**config.mk**
```make
export PLATFORM = sky130hd
export DESIGN_NAME = wb_port_arbiter_flat
export DESIGN_NICKNAME = d
export VERILOG_FILES = /design/src/rtl/wb_port_arbiter_if.sv /design/src/rtl/wb_port_arbiter.sv /design/src/flat_wrapper.sv
export SDC_FILE = /design/constraint.sdc
export NUM_CORES = 1
export LEC_CHECK = 0
export BUFFER_PORTS_ARGS = -buffer_cell sky130_fd_sc_hd__buf_2
export CAP_MARGIN = 20
export CORE_MARGIN = 3
export CORE_UTILIZATION = 45
export DETAILED_ROUTE_END_ITERATION = 8
export GPL_ROUTABILITY_DRIVEN = 1
export PLACE_DENSITY = 0.82
export SLEW_MARGIN = 20
export SYNTH_ARGS = -nofsm -noshare
export SYNTH_HDL_FRONTEND = slang
export SYNTH_SLANG_ARGS = --single-unit
```
**constraint.sdc**
```tcl
create_clock -name clk -period 3.25 [get_ports clk]
set_clock_uncertainty 0.1 [all_clocks]
set_input_delay 0.4875 -clock clk [delete_from_list [all_inputs] [get_ports clk]]
set_output_delay 0.4875 -clock clk [all_outputs]
set_load 0.05 [all_outputs]
```
**src/rtl/wb_port_arbiter_if.sv**
```systemverilog
// wb_port_arbiter_if
//   Bundle of the write-back request side and the register-file write side of the
//   register write-port arbiter.
//   slave  : arbiter view. It receives the requests and drives the write port.
//   master : requester / register-file view, the mirror image of slave.
// Signals
//   req_valid [3:0]     per-requester request (ALU, load, link, aux)
//   req_ready [3:0]     one-hot accept
//   req_data  [4*DW]    requester i data at [i*DATA_W +: DATA_W]
//   rt_field / rd_field / aux_field   destination register sources
//   rf_busy             register file cannot take a write this cycle
//   wr_sel, reg_write, wr_data, wr_dst, grant_id, drop_cnt   write-port outputs
interface wb_port_arbiter_if #(
    parameter int DATA_W = 32
);
    logic [3:0]          req_valid;
    logic [3:0]          req_ready;
    logic [4*DATA_W-1:0] req_data;
    logic [4:0]          rt_field;
    logic [4:0]          rd_field;
    logic [4:0]          aux_field;
    logic                rf_busy;
    logic [1:0]          wr_sel;
    logic                reg_write;
    logic [DATA_W-1:0]   wr_data;
    logic [4:0]          wr_dst;
    logic [1:0]          grant_id;
    logic [7:0]          drop_cnt;

    modport slave (
        input  req_valid, req_data, rt_field, rd_field, aux_field, rf_busy,
        output req_ready, wr_sel, reg_write, wr_data, wr_dst, grant_id, drop_cnt
    );

    modport master (
        output req_valid, req_data, rt_field, rd_field, aux_field, rf_busy,
        input  req_ready, wr_sel, reg_write, wr_data, wr_dst, grant_id, drop_cnt
    );
endinterface

```
**src/rtl/wb_port_arbiter.sv**
```systemverilog
// wb_port_arbiter
//   Arbitrates the single register-file write port between four write-back
//   requesters (0=ALU->rd, 1=load->rt, 2=link->$ra, 3=aux->aux_field). The
//   arbitration is round-robin, and the link requester can optionally take priority.
//   There is one registered output stage. The output holds while rf_busy is high.
//   Writes to $zero can be accepted and then dropped, and each drop is counted.
// Parameters
//   DATA_W         write data width
//   LINK_PRIO      1: requester 2 beats all others; 0: pure round-robin
//   ZERO_SUPPRESS  1: requests resolving to register 0 are accepted but not issued
// Ports
//   clk    rising-edge clock
//   reset  asynchronous, active-low
//   bus    wb_port_arbiter_if.slave. It carries the requests, the destination
//          fields, rf_busy and the write-port outputs.
module wb_port_arbiter #(
    parameter int DATA_W        = 32,
    parameter int LINK_PRIO     = 1,
    parameter int ZERO_SUPPRESS = 1
) (
    input  logic                clk,
    input  logic                reset,
    wb_port_arbiter_if.slave    bus
);

    typedef enum logic {
        IDLE  = 1'b0,
        WRITE = 1'b1
    } state_t;

    state_t              state_q;
    state_t              state_d;
    logic [1:0]          rr_ptr_q;
    logic [7:0]          drop_cnt_q;

    logic                any_vld_p0;
    logic                can_accept_p0;
    logic                accept_p0;
    logic                suppress_p0;
    logic                load_p0;
    logic                drop_p0;
    logic [1:0]          win_p0;
    logic [1:0]          sel_p0;
    logic [4:0]          dst_p0;
    logic [DATA_W-1:0]   data_p0;

    logic [DATA_W-1:0]   wr_data_p1;
    logic [1:0]          wr_sel_p1;
    logic [4:0]          wr_dst_p1;
    logic [1:0]          grant_p1;

    // Searches upward from ptr, modulo 4. The loop runs from the largest offset
    // down to 0, so the last assignment is the valid requester nearest to ptr.
    function automatic logic [1:0] rr_pick(input logic [3:0] valid,
                                           input logic [1:0] ptr);
        logic [1:0] idx;
        rr_pick = ptr;
        for (int k = 3; k >= 0; k--) begin
            idx = ptr + 2'(k);
            if (valid[idx]) begin
                rr_pick = idx;
            end
        end
    endfunction

    function automatic logic [7:0] sat_inc8(input logic [7:0] v);
        sat_inc8 = (v == 8'hFF) ? v : v + 8'd1;
    endfunction

    // ---- stage p0: arbitration and destination resolve (combinational) ----
    always_comb begin
        any_vld_p0 = |bus.req_valid;

        if ((LINK_PRIO != 0) && bus.req_valid[2]) begin
            win_p0 = 2'd2;
        end else begin
            win_p0 = rr_pick(bus.req_valid, rr_ptr_q);
        end

        dst_p0 = bus.aux_field;
        unique case (win_p0)
            2'd0: dst_p0 = bus.rd_field;
            2'd1: dst_p0 = bus.rt_field;
            2'd2: dst_p0 = 5'd31;
            2'd3: dst_p0 = bus.aux_field;
            default: dst_p0 = bus.aux_field;
        endcase

        // Requester i drives mux input 3-i, which is the bitwise inverse of i.
        sel_p0  = ~win_p0;
        data_p0 = bus.req_data[win_p0*DATA_W +: DATA_W];

        // Reset is included here so that req_ready is 0 while reset is held.
        can_accept_p0 = reset && ((state_q == IDLE) || !bus.rf_busy);
        accept_p0     = can_accept_p0 && any_vld_p0;
        suppress_p0   = (ZERO_SUPPRESS != 0) && (dst_p0 == 5'd0);
        load_p0       = accept_p0 && !suppress_p0;
        drop_p0       = accept_p0 && suppress_p0;
    end

    assign bus.req_ready = accept_p0 ? (4'b0001 << win_p0) : 4'b0000;

    // ---- FSM next state ----
    always_comb begin
        state_d = state_q;
        unique case (state_q)
            IDLE: begin
                if (load_p0) begin
                    state_d = WRITE;
                end
            end
            WRITE: begin
                if (!bus.rf_busy) begin
                    state_d = load_p0 ? WRITE : IDLE;
                end
            end
            default: state_d = IDLE;
        endcase
    end

    // ---- control registers ----
    always_ff @(posedge clk or negedge reset) begin
        if (!reset) begin
            state_q    <= IDLE;
            rr_ptr_q   <= 2'd0;
            drop_cnt_q <= 8'd0;
        end else begin
            state_q <= state_d;
            // With link priority and a link win, w+1 equals 3, so one rule covers both modes.
            if (accept_p0) begin
                rr_ptr_q <= win_p0 + 2'd1;
            end
            if (drop_p0) begin
                drop_cnt_q <= sat_inc8(drop_cnt_q);
            end
        end
    end

    // ---- stage p1: registered write port ----
    // The data registers are reset as well, so that every output reads 0 after reset.
    always_ff @(posedge clk or negedge reset) begin
        if (!reset) begin
            wr_data_p1 <= '0;
            wr_sel_p1  <= 2'd0;
            wr_dst_p1  <= 5'd0;
            grant_p1   <= 2'd0;
        end else if (load_p0) begin
            wr_data_p1 <= data_p0;
            wr_sel_p1  <= sel_p0;
            wr_dst_p1  <= dst_p0;
            grant_p1   <= win_p0;
        end
    end

    assign bus.reg_write = (state_q == WRITE);
    assign bus.wr_data   = wr_data_p1;
    assign bus.wr_sel    = wr_sel_p1;
    assign bus.wr_dst    = wr_dst_p1;
    assign bus.grant_id  = grant_p1;
    assign bus.drop_cnt  = drop_cnt_q;

endmodule

```
**src/flat_wrapper.sv**
```systemverilog
// flat-port wrapper written by rule: the top's interface ports become plain ports
module wb_port_arbiter_flat 
#(
    parameter int DATA_W        = 32,
    parameter int LINK_PRIO     = 1,
    parameter int ZERO_SUPPRESS = 1
)
  (clk, reset, bus_req_valid, bus_req_data, bus_rt_field, bus_rd_field, bus_aux_field, bus_rf_busy, bus_req_ready, bus_wr_sel, bus_reg_write, bus_wr_data, bus_wr_dst, bus_grant_id, bus_drop_cnt);
  wb_port_arbiter_if #(.DATA_W(DATA_W)) bus_i ();
  input  logic clk;
  input  logic reset;
  input wire logic [$bits(bus_i.req_valid)-1:0] bus_req_valid;
  input wire logic [$bits(bus_i.req_data)-1:0] bus_req_data;
  input wire logic [$bits(bus_i.rt_field)-1:0] bus_rt_field;
  input wire logic [$bits(bus_i.rd_field)-1:0] bus_rd_field;
  input wire logic [$bits(bus_i.aux_field)-1:0] bus_aux_field;
  input wire logic [$bits(bus_i.rf_busy)-1:0] bus_rf_busy;
  output wire logic [$bits(bus_i.req_ready)-1:0] bus_req_ready;
  output wire logic [$bits(bus_i.wr_sel)-1:0] bus_wr_sel;
  output wire logic [$bits(bus_i.reg_write)-1:0] bus_reg_write;
  output wire logic [$bits(bus_i.wr_data)-1:0] bus_wr_data;
  output wire logic [$bits(bus_i.wr_dst)-1:0] bus_wr_dst;
  output wire logic [$bits(bus_i.grant_id)-1:0] bus_grant_id;
  output wire logic [$bits(bus_i.drop_cnt)-1:0] bus_drop_cnt;
  assign bus_i.req_valid = bus_req_valid;
  assign bus_i.req_data = bus_req_data;
  assign bus_i.rt_field = bus_rt_field;
  assign bus_i.rd_field = bus_rd_field;
  assign bus_i.aux_field = bus_aux_field;
  assign bus_i.rf_busy = bus_rf_busy;
  assign bus_req_ready = bus_i.req_ready;
  assign bus_wr_sel = bus_i.wr_sel;
  assign bus_reg_write = bus_i.reg_write;
  assign bus_wr_data = bus_i.wr_data;
  assign bus_wr_dst = bus_i.wr_dst;
  assign bus_grant_id = bus_i.grant_id;
  assign bus_drop_cnt = bus_i.drop_cnt;
  wb_port_arbiter #(.DATA_W(DATA_W), .LINK_PRIO(LINK_PRIO), .ZERO_SUPPRESS(ZERO_SUPPRESS)) u_core (.clk(clk), .reset(reset), .bus(bus_i));
endmodule
```
==> results.yml <==
worst_setup_path:
  cp.required_ns: 3.35
  worstSetupEndpointType: "flop"
  crit_path_start_kind: "flop"
  path_max_fanout: 20
  ff2ff_path_depth: 11
  crit_type: "reg -> reg"
  arrival_ns: 3.02
synthesis:
  yosysWarningCount: 0
  syn_area_per_cell_um2: 9.552
  ys_seq_area_share_pct: 37.22
  yosysTopAreaCell: "dfrtp_1"
  synth-edff-count: 0
  synthSimpleGateAreaFrac_pct: 20.54
  synth_top_area_share_pct: 37.22
  synth-adder-area-share_pct: 2.147
  ys_ff_latch: 52
  synth.distinct_cells: 40
  synthCells: 366
  synth_xor_area_share_pct: 1.503
  async_flop_share_pct: 100.0
  ys.flop_type: "dfrtp_1"
  synthesis.area_mm2: 0.003496
  synth_nets: 522
  synth_top_family_by_area: "simple AND/OR/NAND/NOR gates"
  netlist_top_cells_area: "dfrtp_1 (37%), mux2_2 (11%), nand2_1 (8.2%)"
  synthTopCellsByCount: "nand2_1 (76), dfrtp_1 (52), and3_1 (37), mux2_2 (35)"
  synth_compound_area_share_pct: 19.97
  synthMuxAreaShare_pct: 13.42
  synth_most_common_cell: "nand2_1"
clock_tree:
  hold_buffers: 0
  cts_buffer_depth: 2
  h-tree-depth: 2
  clk_pin_slew_worst_paths_ns: 0.10
  cts_tree: "yes"
  cts-resized-gates: 0
  postCtsSetupBuffers: 0
  cts_sinks: 52
  clk_latency_ns: 0.30
  cts-root-buf: "clkbuf_8"
  numCtsBuffers: 5
final_layout:
  final_util_pct: 63.25
  diodes: 0
  nFillCells: 627
  area_growth_pct: 34.04
  final_cell_count_no_fill: 659
  fin_nets: 716
  drive_gt1_share_pct: 49.64
timing:
  fin_crit_sh_pct: 89.81
  fmax_mhz: 342.6
  rsz0062_at_grt: "no"
  setup_viol_count_final: 0
  drv_slew: 0
  worst_pin_slew_ns: 0.6613
  fin_crit_ns: 2.919
  slew_headroom_pct: 55.91
  timing.hold.ws_ns: 0.2196
  hold_violations: 0
  finalWorstSetupSlack_ns: 0.3311
  setup_tns_ns: 0
power:
  peakVddDrop_v: 0.0005231
  p_leak_nw: 2.403
  p_per_area_mw_per_mm2: 675.3
grt:
  grt_pass1_wl_um: 16790
  overflow: 0
  grt_max_degree: 53
  grt_use_total_pct: 23.71
  grt_pass1_vias: 3478
  antenna_found_initial: 0
die:
  rows: 31
  fp.dieH_um: 94.14
  fp.dieW_um: 94.14
  io_pins: 204
  start_util_pct: 47.19
  dieArea_mm2: 0.008862
  coreArea_mm2: 0.007408
job:
  drv_cap: 0
detailed_routing:
  drc: 0
  ant_nets: 0
  post_drt_wl_per_cell_um: 16.46
  vias: 3629
  vias_per_cell: 5.507
  dr.pass1.iters: 6
  wl_um: 10850
  first_iter_violations: 123
worst_hold_path:
  hp-class: "in -> async"
place:
  routabilityCongestion: 0.8362
  dp.cells: 652
  pre_cts_ws_ns: 0.06392
  hpwlAfterDp_um: 8334
  port_buffers: 203
status:
  status: "finished, final reports clean"
-- critical path, stage by stage, from the launching register on --
cell,delay (ns)
dfrtp_1,0.42
nor2b_1,0.17
o21ai_1,0.11
a221oi_4,0.34
inv_1,0.15
ha_1,0.27
nor2_1,0.15
and3_1,0.21
a31oi_4,0.14
buf_12,0.20
nor2_1,0.19
mux2_2,0.35
-- sequential cells by signal (all words and copies together) (netlist names) --
| name | cells |
|---|---|
| u_core.bus.wr_data | 32 |
| u_core.bus.drop_cnt | 8 |
| u_core.bus.wr_dst | 5 |
| u_core.bus.grant_id | 2 |
| u_core.bus.wr_sel | 2 |
| u_core.rr_ptr_q | 2 |
| u_core.bus.reg_write | 1 |
-- power by group --
| part | total (mW) | internal, mW | leakage (nW) | switching, mW |
|---|---|---|---|---|
| clock network | 0.356 | 0.146 | 0.0400 | 0.210 |
| registers | 1.01 | 0.856 | 0.635 | 0.150 |
| logic | 1.80 | 0.557 | 1.73 | 1.25 |
-- layout make-up --
| cell class | instances | area [um^2] | share of cell area, % |
|---|---|---|---|
| inverter | 3 | 11.26 | 0.2403 |
| clock inverter | 2 | 12.51 | 0.2670 |
| timing repair buffer | 217 | 1134 | 24.19 |
| tap | 99 | 123.9 | 2.644 |
| clock buffer | 5 | 68.82 | 1.469 |
| multi-input combinational | 281 | 2034 | 43.42 |
| sequential | 52 | 1301 | 27.77 |
-- final timing paths --
check	startpoint	end	slack, ns
max	u_core.rr_ptr_q[0]	u_core.bus.drop_cnt[1]	0.33
min	reset	u_core.bus.wr_data[14]	0.22
max reg2reg	u_core.rr_ptr_q[0]	u_core.bus.drop_cnt[1]	0.33
min reg2reg	u_core.bus.wr_data[31]	u_core.bus.wr_data[31]	0.39
max in group asynchronous	reset	u_core.bus.wr_data[28]	2.38
min in group clk	bus_rf_busy	u_core.bus.reg_write	0.36
-- layout by cell type (no fill, tap or decap), types with 4 or more instances in the layout --
master / n
nand3_1: 4
dfrtp_1: 52
mux2_2: 35
o21ai_0: 4
and3_1: 37
o2bb2ai_1: 32
buf_4: 13
ha_1: 6
clkbuf_8: 5
a21oi_1: 7
and2_1: 4
xor2_1: 6
nor2_1: 6
mux2_4: 5
nand2_1: 76
buf_2: 203
o211ai_1: 32
-- per-layer routing --
metal	vias up	global-route usage [%]	part of all wire [%]
met5	-	0	0
met4	0	7.822	2.2
met3	22	4.247	7.0
met2	160	40.48	50
met1	1728	30.19	41
li1	1719	-	-
-- through the flow --
step | area (um^2) | total power, mW
after detailed placement | 4604 | 2.820
after global placement | 4604 | 2.798
after global routing | 4686 | 3.342
after floorplan | 3496 | 2.315
after CTS | 4686 | 3.187
final | 4686 | 3.164
-- cell families (layout without fill, tap and decap cells) --
group	Yosys count	in the layout
xor gates and xnor gates	6	6
buffers and inverters	33	227
and+or+nand+nor	143	143
AOI/OAI and AO/OA	86	86
adders and majority gates	6	6
DFF	52	52
muxes	40	40
No activity file was read; power rests on OpenSTA's default activity.
